## src/rtl/i2c_defs.sv

```systemverilog
// Shared I2C target definitions: state encodings, ACK/NACK bus levels and byte width.
package i2c_defs;

  localparam int BYTE_W = 8;

  localparam logic I2C_ACK  = 1'b0;
  localparam logic I2C_NACK = 1'b1;

  localparam logic [2:0] ST_IDLE     = 3'd0;
  localparam logic [2:0] ST_ADDR     = 3'd1;
  localparam logic [2:0] ST_ADDR_ACK = 3'd2;
  localparam logic [2:0] ST_RX_BYTE  = 3'd3;
  localparam logic [2:0] ST_RX_ACK   = 3'd4;
  localparam logic [2:0] ST_TX_BYTE  = 3'd5;
  localparam logic [2:0] ST_TX_ACK   = 3'd6;
  localparam logic [2:0] ST_IGNORE   = 3'd7;

  typedef enum logic [2:0] {
    IDLE     = ST_IDLE,
    ADDR     = ST_ADDR,
    ADDR_ACK = ST_ADDR_ACK,
    RX_BYTE  = ST_RX_BYTE,
    RX_ACK   = ST_RX_ACK,
    TX_BYTE  = ST_TX_BYTE,
    TX_ACK   = ST_TX_ACK,
    IGNORE   = ST_IGNORE
  } state_t;

  // Busy covers every state in which this target owns part of the transfer.
  function automatic logic isBusyState(input state_t s);
    return !(s == IDLE || s == ADDR || s == IGNORE);
  endfunction

endpackage

```

## src/rtl/i2c_bus_sync.sv

```systemverilog
// Brings one raw I2C line into the CLK domain: 2-FF synchronizer, then a detect stage
// that registers the level together with single-cycle rise/fall flags.
module i2c_bus_sync (
  input  logic CLK,
  input  logic RESET,
  input  logic line_i,
  output logic level_o,
  output logic rise_o,
  output logic fall_o
);

  logic meta_q, sync_q, level_q, rise_q, fall_q;

  // Lines reset to the idle-high bus level so that leaving reset never fakes an edge.
  always_ff @(posedge CLK) begin
    if (RESET) begin
      meta_q  <= 1'b1;
      sync_q  <= 1'b1;
      level_q <= 1'b1;
      rise_q  <= 1'b0;
      fall_q  <= 1'b0;
    end else begin
      meta_q  <= line_i;
      sync_q  <= meta_q;
      level_q <= sync_q;
      rise_q  <= sync_q & ~level_q;
      fall_q  <= ~sync_q & level_q;
    end
  end

  assign level_o = level_q;
  assign rise_o  = rise_q;
  assign fall_o  = fall_q;

endmodule

```

## src/rtl/i2c_slave_responder.sv

```systemverilog
// Byte-level I2C target: START/STOP detection, 7-bit address match, ACK, write and read transfers.
// Read support is compiled in only when I2C_SLAVE_READ_EN is defined; otherwise reads are NACKed.
module i2c_slave_responder
  import i2c_defs::*;
#(
  parameter logic [6:0] SLAVE_ADDR = 7'h48
) (
  input  logic       CLK,
  input  logic       RESET,
  input  logic       SCL,
  input  logic       SDA_In,
  output logic       SDA_PullLow,
  input  logic [7:0] TxData,
  output logic [7:0] RxData,
  output logic       RxValid,
  output logic       TxReq,
  output logic       Busy
);

`ifdef I2C_SLAVE_READ_EN
  localparam logic READ_OK = 1'b1;
`else
  localparam logic READ_OK = 1'b0;
`endif
  localparam logic [3:0] LAST_BIT = 4'(BYTE_W - 1);

  logic sclLevel, sclRise, sclFall;
  logic sdaLevel, sdaRise, sdaFall;
  logic startDet, stopDet;

  state_t            state_q, state_d;
  logic [3:0]        bitCnt_q, bitCnt_d;
  logic [BYTE_W-1:0] shift_q, shift_d, shiftIn;
  logic              pull_q, pull_d;
  logic [BYTE_W-1:0] rxData_q, rxData_d;
  logic              rxValid_q, rxValid_d;
  logic              txReq_q, txReq_d;
  logic              unusedBits;

  i2c_bus_sync u_sclSync (
    .CLK     (CLK),
    .RESET   (RESET),
    .line_i  (SCL),
    .level_o (sclLevel),
    .rise_o  (sclRise),
    .fall_o  (sclFall)
  );

  i2c_bus_sync u_sdaSync (
    .CLK     (CLK),
    .RESET   (RESET),
    .line_i  (SDA_In),
    .level_o (sdaLevel),
    .rise_o  (sdaRise),
    .fall_o  (sdaFall)
  );

  assign startDet = sdaFall & sclLevel;
  assign stopDet  = sdaRise & sclLevel;
  assign shiftIn  = {shift_q[BYTE_W-2:0], sdaLevel};

  always_ff @(posedge CLK) begin
    if (RESET) begin
      state_q   <= IDLE;
      bitCnt_q  <= '0;
      shift_q   <= '0;
      pull_q    <= 1'b0;
      rxData_q  <= '0;
      rxValid_q <= 1'b0;
      txReq_q   <= 1'b0;
    end else begin
      state_q   <= state_d;
      bitCnt_q  <= bitCnt_d;
      shift_q   <= shift_d;
      pull_q    <= pull_d;
      rxData_q  <= rxData_d;
      rxValid_q <= rxValid_d;
      txReq_q   <= txReq_d;
    end
  end

  // Bus conditions outrank SCL edges seen in the same cycle, and always let go of SDA.
  always_comb begin
    state_d   = state_q;
    bitCnt_d  = bitCnt_q;
    shift_d   = shift_q;
    pull_d    = pull_q;
    rxData_d  = rxData_q;
    rxValid_d = 1'b0;
    txReq_d   = 1'b0;

    if (stopDet) begin
      state_d  = IDLE;
      bitCnt_d = '0;
      pull_d   = 1'b0;
    end else if (startDet) begin
      state_d  = ADDR;
      bitCnt_d = '0;
      pull_d   = 1'b0;
    end else begin
      case (state_q)
        IDLE: begin
        end

        ADDR: begin
          if (sclRise) begin
            shift_d  = shiftIn;
            bitCnt_d = bitCnt_q + 4'd1;
            if (bitCnt_q == LAST_BIT) begin
              bitCnt_d = '0;
              if (shiftIn[BYTE_W-1:1] == SLAVE_ADDR && (READ_OK || !shiftIn[0])) begin
                state_d = ADDR_ACK;
              end else begin
                state_d = IGNORE;
              end
            end
          end
        end

        // First fall after the 8th bit grabs SDA; the following fall ends the ACK slot.
        ADDR_ACK, RX_ACK: begin
          if (sclFall) begin
            if (!pull_q) begin
              pull_d = ~I2C_ACK;
            end else begin
              pull_d   = ~I2C_NACK;
              bitCnt_d = '0;
              state_d  = RX_BYTE;
`ifdef I2C_SLAVE_READ_EN
              if (state_q == ADDR_ACK && shift_q[0]) begin
                state_d = TX_BYTE;
                shift_d = TxData;
                pull_d  = ~TxData[BYTE_W-1];
                txReq_d = 1'b1;
              end
`endif
            end
          end
        end

        RX_BYTE: begin
          if (sclRise) begin
            shift_d  = shiftIn;
            bitCnt_d = bitCnt_q + 4'd1;
            if (bitCnt_q == LAST_BIT) begin
              bitCnt_d  = '0;
              rxData_d  = shiftIn;
              rxValid_d = 1'b1;
              state_d   = RX_ACK;
            end
          end
        end

`ifdef I2C_SLAVE_READ_EN
        TX_BYTE: begin
          if (sclFall) begin
            if (bitCnt_q == LAST_BIT) begin
              pull_d   = ~I2C_NACK;
              bitCnt_d = '0;
              state_d  = TX_ACK;
            end else begin
              shift_d  = {shift_q[BYTE_W-2:0], 1'b0};
              pull_d   = ~shift_q[BYTE_W-2];
              bitCnt_d = bitCnt_q + 4'd1;
            end
          end
        end

        // A NACK ends the read at once; an ACK reloads on the fall that closes the slot.
        TX_ACK: begin
          if (sclRise && sdaLevel == I2C_NACK) begin
            state_d = IGNORE;
          end else if (sclFall) begin
            shift_d  = TxData;
            pull_d   = ~TxData[BYTE_W-1];
            txReq_d  = 1'b1;
            bitCnt_d = '0;
            state_d  = TX_BYTE;
          end
        end
`endif

        IGNORE: begin
        end

        default: begin
          state_d = IDLE;
          pull_d  = 1'b0;
        end
      endcase
    end
  end

`ifdef I2C_SLAVE_READ_EN
  assign unusedBits = shift_q[BYTE_W-1];
`else
  assign unusedBits = ^{TxData, shift_q[BYTE_W-1]};
`endif

  assign SDA_PullLow = pull_q;
  assign RxData      = rxData_q;
  assign RxValid     = rxValid_q;
  assign TxReq       = txReq_q;
  assign Busy        = isBusyState(state_q);

endmodule

```

## config.mk

```make
export PLATFORM = sky130hd
export DESIGN_NAME = i2c_slave_responder
export DESIGN_NICKNAME = d
export VERILOG_FILES = /design/src/rtl/i2c_defs.sv /design/src/rtl/i2c_bus_sync.sv /design/src/rtl/i2c_slave_responder.sv
export SDC_FILE = /design/constraint.sdc
export NUM_CORES = 1
export LEC_CHECK = 0
export CAP_MARGIN = 20
export CORE_AREA = 2 2 68 70
export CTS_BUF_LIST = sky130_fd_sc_hd__clkbuf_4
export DETAILED_ROUTE_END_ITERATION = 6
export DIE_AREA = 0 0 70 72
export SLEW_MARGIN = 10
export SYNTH_ARGS = -nofsm -noshare
export SYNTH_HDL_FRONTEND = slang
export SYNTH_SLANG_ARGS = --single-unit
```

## constraint.sdc

```tcl
create_clock -name CLK -period 1.4 [get_ports CLK]
set_clock_uncertainty 0.05 [all_clocks]
set_input_delay 0.28 -clock CLK [delete_from_list [all_inputs] [get_ports CLK]]
set_output_delay 0.28 -clock CLK [all_outputs]
set_load 0.02 [all_outputs]
```

Yosys cells after proc, flatten, opt, wreduce, memory -nomap -nowiden
Index checks and enable logic that the tools add are counted. W data, S select, Z words.

Reductions and logical operators: 20. $add $sub $neg: 1. Equality and inequality tests: 21. Bitwise operators: 16. Muxes and demuxes: 18.

Operators by type and width (number): $mux W3 (7); $mux W4 (4); $reduce_and A7 Y1 (2); $pmux W3 S4 (1); $ne A2 B1 Y1 const B (5); $not A1 Y1 (10); $ne A3 B2 Y1 const B (3); $ne A3 B3 Y1 const B (3); $pmux W4 S2 (1); $reduce_and A4 Y1 (2); $reduce_or A2 Y1 (4); $eq A7 B7 Y1 const B (1); $and A1 B1 Y1 (6); $eq A3 B2 Y1 const B (2); $eq A3 B3 Y1 const B (2); $ne A2 B2 Y1 const B (3); $reduce_and A5 Y1 (1); $reduce_or A5 Y1 (1); $add A4 B1 Y4 const B (1); $eq A4 B3 Y1 const B (1); $mux W1 (4); $reduce_or A4 Y1 (1); $eq A3 B1 Y1 const B (1); $logic_not A3 Y1 (1); 7 further kinds (9).

Bits in registers: 34. Output and inout bits: 12.

Depth between registers and ports, before layout
Gate-level depths: netlist of run 1.

Depth after elaboration: 7. Mapped depth: 5. Depth with buffers taken out: 5.

Modules after synthesis
Synthesis of run 1 repeated with hierarchy kept, for this count alone.

Cells, all modules: 143. Area total of the unflattened synthesis: 1418.9 um2.

Modules (own cells, without submodules): i2c_slave_responder (area an instance 1151.1 um2, instances 1, seq. area each 480.5 um2, cells an instance 123); i2c_bus_sync (area an instance 133.9 um2, instances 2, seq. area each 100.1 um2, cells an instance 10).

Worst setup path before layout of run 1
No wires, ideal clock.

Path kind: flip-flop to flip-flop. Start: register bitCnt_q[0]. End: register rxData_q[0] (netlist: RxData[0]). Library setup time: 0.124 ns. Data required time: 1.226 ns. Data arrival time: 1.380 ns. Cell stages (with the launch flop): 6. Period minus slack after synthesis: 1.554 ns. Path slack: -0.154 ns. Cell sequence: dfxtp_1 > ha_1 > nand4b_1 > nor3_4 > mux2i_1 > nor2_1.

Longest elaborated chain between the ends: 2.

RTL lines: start, declared (line i2c_slave_responder.sv:32) `logic [3:0] bitCnt_q, bitCnt_d;`; start signal, assigned (line i2c_slave_responder.sv:73) `bitCnt_q <= bitCnt_d;`; $eq A4 B3 Y1 (line i2c_slave_responder.sv:145) `if (bitCnt_q == LAST_BIT) begin`; $reduce_and A5 Y1 (no source line); end signal, assigned (line i2c_slave_responder.sv:76) `rxData_q <= rxData_d;`; end, declared (line i2c_slave_responder.sv:35) `logic [BYTE_W-1:0] rxData_q, rxData_d;`.

No other way between the ends. A chain may end at the register's enable or synchronous reset.

Worst setup path in the final report of run 1
Start: register bitCnt_q[1]. End: register rxData_q[5] (netlist: RxData[5]).

Same word-level chain as after synthesis.

==> results.json, run 1 <==
{
  "status": "finished, violations left",
  "violations": "negative setup slack",
  "dp_cells": 245,
  "synth_edf_count": 0,
  "yosysUniqueCellTypes": 41,
  "cp_cell_sequence": "ha_4 > nand4b_1 > nor3_4 > buf_12 > mux2i_1 > nor2_1",
  "die_h_um": 72,
  "ys.flop_type": "dfxtp_1",
  "antenna_left": 0,
  "critical_path.endpoint_type": "flip-flop",
  "final_area_um2": 2038,
  "numPortBuffers": 14,
  "cp_slowest_cell": "dfxtp_2",
  "grt_setup_unrepaired": "true",
  "tns_ps": -569.1,
  "instances_no_fill": 254,
  "ir_drop_v": 0.0005836,
  "syn_to_final_growth_pct": 41.90,
  "dpl.hpwl_um": 2268,
  "slew_violations": 0,
  "critPathLaunchType": "flip-flop",
  "path_buf_inv": 1,
  "synthCells": 155,
  "core-area_um2": 4264,
  "overflow": 0,
  "fp-row-count": 24,
  "cts_buffers": 5,
  "placed_cell_area_um2": 1859,
  "max_freq_mhz": 680.1,
  "hold_viol_final": 0,
  "die_area_um2": 5040,
  "crit_path_max_incr_delay_ps": 360,
  "avgSynthCellArea_um2": 9.267,
  "power.density_nw_per_um2": 788.2,
  "initial_core_util": 0.3369,
  "routed_via_density": 4.945,
  "vias": 1256,
  "arrival_ps": 1670,
  "drive_above_1_share": 0.3812,
  "synth.ff_latch_count": 34,
  "grt_pass1_wl_um": 5333,
  "critPathKind": "flip-flop to flip-flop",
  "num_antenna_cells": 0,
  "antenna_found_initial": 0,
  "syn_area_um2": 1436,
  "cp.required_ps": 1600,
  "io_pins": 24,
  "cts_tree": "done",
  "p_leak_nw": 0.8175,
  "cts_hold_buf": 0,
  "grtUsageTotal": 0.1346,
  "whs_ps": 375.0,
  "ys_warn_count": 0,
  "die_width_um": 70,
  "path_delay_family": "simple AND/OR/NAND/NOR gates",
  "nets": 215,
  "gp_congestion": 0.8400,
  "critPathMaxFanout": 8,
  "layout_min_cycle_time_ps": 1470,
  "yosysSeqAreaShare": 0.4739,
  "synth_fp_nets": 168,
  "dr.pass1.iters": 4,
  "clock_sinks": 34,
  "max-cap-violations": 0,
  "ctsHtreeMaxLevel": 2,
  "wl_per_cell_um": 12.85,
  "setup_violations": 11,
  "async_flop_share": 0,
  "cts_root_buf": "clkbuf_4",
  "clk_path_buf_depth": 2,
  "grt_pass1_vias": 1210,
  "grt_start_max_net_pins": 17,
  "clk_latency_ps": 340,
  "drtIter0Drc": 54,
  "clkTransAtPathRegs_ps": 110,
  "route.detailed.drc": 0,
  "totalWireLength_um": 3264,
  "hp-class": "flip-flop to flip-flop",
  "timing.final.ws_setup_ps": -70.34,
  "finalCritPeriodShare": 1.050
}
-- routing by layer --
| metal | global-route usage | vias up | share of wire |
|---|---|---|---|
| met2 | 0.2190 | 21 | 0.50 |
| met4 | 0.07051 | 0 | 0.029 |
| met5 | 0 | - | 0 |
| met1 | 0.1573 | 586 | 0.44 |
| met3 | 0.04722 | 9 | 0.036 |
| li1 | - | 640 | - |
-- state kept, by name, indices dropped and copies added (netlist names) --
name,count
RxData,8
RxValid,1
SDA_PullLow,1
bitCnt_q,4
shift_q,7
state_q,3
u_sclSync.fall_o,1
u_sclSync.level_o,1
u_sclSync.meta_q,1
u_sclSync.rise_o,1
u_sclSync.sync_q,1
u_sdaSync.fall_o,1
u_sdaSync.level_o,1
u_sdaSync.meta_q,1
u_sdaSync.rise_o,1
u_sdaSync.sync_q,1
-- synth_stat cells, types with 2 or more instances --
cell type / number / area (um2)
nand4b_1: 2 / 17.52
o21ai_0: 5 / 25.02
or2_2: 6 / 37.54
nor3b_1: 5 / 37.54
nand2_1: 10 / 37.54
dfxtp_1: 34 / 680.7
buf_2: 3 / 15.01
a21oi_1: 14 / 70.07
inv_1: 5 / 18.77
nor2_1: 17 / 63.81
nor4b_1: 2 / 17.52
a211oi_1: 2 / 15.01
nor3_1: 6 / 30.03
clkbuf_1: 2 / 7.510
nand3_1: 7 / 35.03
mux2i_1: 9 / 90.09
a2bb2oi_1: 2 / 17.52
-- worst register-to-register path, stage by stage, from the launching register on --
cell	delay [ps]
dfxtp_2	360
ha_4	160
nand4b_1	190
nor3_4	200
buf_12	160
mux2i_1	210
nor2_1	60
-- logic make-up (layout without fill, tap and decap cells) --
logic type	count (synthesis)	after routing	share of synthesized area
AND/OR/NAND/NOR	64	64	0.2587
flip-flops	34	34	0.4739
AO/OA/AOI/OAI	32	32	0.1394
buffers and inverters	13	60	0.04791
multiplexers	9	9	0.06272
adder cells (fa/ha/maj)	1	1	0.008709
other	1	1	0.002611
XOR/XNOR	1	1	0.006099
-- timing repair --
action                                  CTS  global route
buffers inserted                          2             1
endpoints found under the setup margin   24            23
pin swaps                                 7            12
gates resized for setup                  26            23
-- final timing paths --
check                          end              from  slack, ps  cells after the start
hold / removal    u_sclSync.sync_q  u_sclSync.meta_q        380                      1
setup / recovery         RxData[5]       bitCnt_q[1]        -70                      6
setup reg to reg         RxData[5]       bitCnt_q[1]        -70                      6
hold reg to reg   u_sclSync.sync_q  u_sclSync.meta_q        380                      1
-- per-stage QoR --
stage	utilization	setup WS (ps)	power (mW)
3_5_place_dp	0.4360	-187.4	1.093
3_3_place_gp	0.4360	-166.2	1.092
5_1_grt	0.4780	-178.7	1.680
4_1_cts	0.4554	-99.87	1.616
2_1_floorplan	-	-110.7	1.060
6_report	0.4780	-70.34	1.606
-- power breakdown --
part	total [mW]	internal, mW	leakage [nW]	switching (mW)
clock network	0.525	0.207	0.0278	0.318
registers	0.986	0.979	0.279	0.00681
logic	0.0963	0.0463	0.511	0.0501
total	1.61	1.23	0.818	0.375
-- cell usage in the layout (no fill, tap or decap), types with 3 or more instances in the layout --
cell type and instances:
dfxtp_2 7, clkdlybuf4s15_1 3, nor2_1 17, inv_1 5, nor3b_1 4, a21oi_1 12
clkdlybuf4s50_1 3, dfxtp_1 27, dlygate4sd2_1 6, nand2_1 9, mux2i_1 8, nor3_1 4
buf_4 29, nand3_1 7, o21ai_0 4, or2_2 6, buf_6 5, clkbuf_4 6
-- layout make-up --
type / instances / area, um2
repair buffers: 48 / 417.9
inverters: 5 / 18.77
clock inverters: 1 / 7.507
clock buffers: 6 / 45.04
flip-flops and latches: 34 / 689.4
multi-input cells: 108 / 794.5
well taps: 52 / 65.06
fillers: 405 / 2226
No activity file was read; power rests on OpenSTA's default activity.
==> inputs of run 2 (changes only) <==
--- a/config.mk
+++ b/config.mk
@@ -6,10 +6,14 @@
 export NUM_CORES = 1
 export LEC_CHECK = 0
 export CAP_MARGIN = 20
+export CELL_PAD_IN_SITES_DETAIL_PLACEMENT = 1
+export CELL_PAD_IN_SITES_GLOBAL_PLACEMENT = 1
 export CORE_AREA = 2 2 68 70
 export CTS_BUF_LIST = sky130_fd_sc_hd__clkbuf_4
+export CTS_CLUSTER_DIAMETER = 60
 export DETAILED_ROUTE_END_ITERATION = 6
 export DIE_AREA = 0 0 70 72
+export PLACE_DENSITY_LB_ADDON = 0.1
 export SLEW_MARGIN = 10
 export SYNTH_ARGS = -nofsm -noshare
 export SYNTH_HDL_FRONTEND = slang
==> run 2 against run 1 <==
  * The flow still finishes with violations (negative setup slack)
  * Non-clock buffer count increased by 11
  * Utilization increased by 5.7 points
  * Combinational power increased by 25%
  * Fmax decreased by 8.2%
  * Wire length increased by 33%
  * Global-route usage increased by 2.9 points
  * Die area unchanged
  * First-iteration DRC count decreased by 15%
  * Count of clock-buffer cells in the layout decreased by 1
  * Largest power group unchanged
  * Highest routed layer unchanged
==> results.json, run 2 (same netlist as run 1, synthesis figures left out) <==
{
  "die_area_um2": 5040,
  "wl_per_cell_um": 16.26,
  "ctsHtreeMaxLevel": 2,
  "dpl.hpwl_um": 2763,
  "clkTransAtPathRegs_ps": 120,
  "route.detailed.drc": 0,
  "slew_violations": 0,
  "rr_startpoint": "bitCnt_q[0]",
  "p_leak_nw": 0.9448,
  "nFillCells": 477,
  "grt_pass1_wl_um": 6472,
  "grt_pass1_vias": 1402,
  "cts_hold_buf": 0,
  "cts_tree": "done",
  "critPathKind": "flip-flop to flip-flop",
  "max-cap-violations": 0,
  "die_h_um": 72,
  "drive_above_1_share": 0.4907,
  "whs_ps": 372.7,
  "seqCellArea_um2": 691.9,
  "antenna_found_initial": 0,
  "hp-start": "u_sdaSync.meta_q",
  "clk_path_buf_depth": 2,
  "hold_viol_final": 0,
  "drtIter0Drc": 46,
  "critical_path.endpoint_type": "flip-flop",
  "grt_start_max_net_pins": 13,
  "critPathMaxFanout": 4,
  "power.density_nw_per_um2": 884.6,
  "core-area_um2": 4264,
  "hp-class": "flip-flop to flip-flop",
  "syn_to_final_growth_pct": 58.89,
  "num_antenna_cells": 0,
  "layout_min_cycle_time_ps": 1601,
  "vias": 1338,
  "ir_drop_v": 0.0004785,
  "timing.final.ws_setup_ps": -200.9,
  "max_freq_mhz": 624.7,
  "cp.required_ps": 1600,
  "critPathLaunch": "bitCnt_q[0]",
  "multi_input_area_um2": 898.4,
  "setup_violations": 16,
  "status": "finished, violations left",
  "dr.pass1.iters": 4,
  "nets": 226,
  "clock_sinks": 34,
  "initial_core_util": 0.3369,
  "totalWireLength_um": 4325,
  "final_cell_mix": "37 x buf_4, 27 x dfxtp_1, 17 x nor2_1",
  "gp_congestion": 0.7885,
  "final_area_um2": 2282,
  "fp-row-count": 24,
  "grtUsageTotal": 0.1638,
  "largest_register_ffs": 8,
  "overflow": 0,
  "layout_commonest_cell": "buf_4",
  "grt_setup_unrepaired": "true",
  "io_pins": 24,
  "clk_latency_ps": 350,
  "finalCritPeriodShare": 1.143,
  "die_width_um": 70,
  "antenna_left": 0,
  "violations": "negative setup slack",
  "cts_buffers": 5,
  "critPathLaunchType": "flip-flop",
  "cts_root_buf": "clkbuf_4",
  "routed_via_density": 5.030,
  "arrival_ps": 1800,
  "placed_cell_area_um2": 1862,
  "numPortBuffers": 14
}
run 2: cell types whose count changed in the layout (fill, tap and decap cells not counted), sizes merged:
cell           before  now
buf                35   46
clkbuf              6    9
dlygate4sd2         6    3
bufinv              0    2
clkdlybuf4s15       4    3
clkinv              0    1
clkinvlp            1    0
run 2: power by group:
| group | internal, mW | switching [mW] | leakage [nW] |
|---|---|---|---|
| clock network | 0.550 | 0.363 | 0.0528 |
| logic | 0.0575 | 0.0627 | 0.613 |
| registers | 0.977 | 0.00793 | 0.279 |
run 2: stage by stage:
stage	util	TNS, ps	cells	total power [mW]	worst slack [ps]
6_report	0.5352	-1445	266	2.019	-200.9
3_3_place_gp	0.4366	-2471	247	1.096	-167.3
4_1_cts	0.4792	-780.0	255	2.008	-100.5
5_1_grt	0.5352	-2842	266	2.100	-281.5
2_1_floorplan	-	-885.2	155	1.060	-110.7
3_5_place_dp	0.4366	-3394	247	1.099	-210.9
run 2: routing by layer:
metal	routed length (um)	part of all wire	GRT usage	up-vias
li1	-	-	-	659
met2	2230	0.52	0.2868	20
met1	1873	0.43	0.1953	650
met3	138	0.032	0.05139	9
met5	0	0	0	-
met4	82	0.019	0.04487	0
run 2: worst max-delay path, cell delays in order, from the launching register on:
cell and delay [ps]:
dfxtp_2 370, ha_4 150, nand4b_1 180, nor3_4 280, buf_6 160, mux2i_2 240, nor2_1 80
run 2: layout make-up:
| type | count | share of cell area |
|---|---|---|
| sequential | 34 | 0.3032 |
| timing repair buffer | 59 | 0.2220 |
| multi-input combinational | 108 | 0.3936 |
| clock inverter | 3 | 0.02796 |
| inverter | 5 | 0.008224 |
| clock buffer | 5 | 0.01645 |
| tap | 52 | 0.02851 |
run 2: worst paths after layout:
| check | to | slack (ps) | depth (start not counted) |
|---|---|---|---|
| setup / recovery | RxData[3] | -200 | 6 |
| hold / removal | u_sdaSync.sync_q | 370 | 1 |
| setup reg to reg | RxData[3] | -200 | 6 |
| hold reg to reg | u_sdaSync.sync_q | 370 | 1 |
run 2: repair_timing:
action,CTS,global route
endpoints found under the setup margin,31,26
pin swaps,7,20
setup buffers,2,13
gates resized for setup,38,45
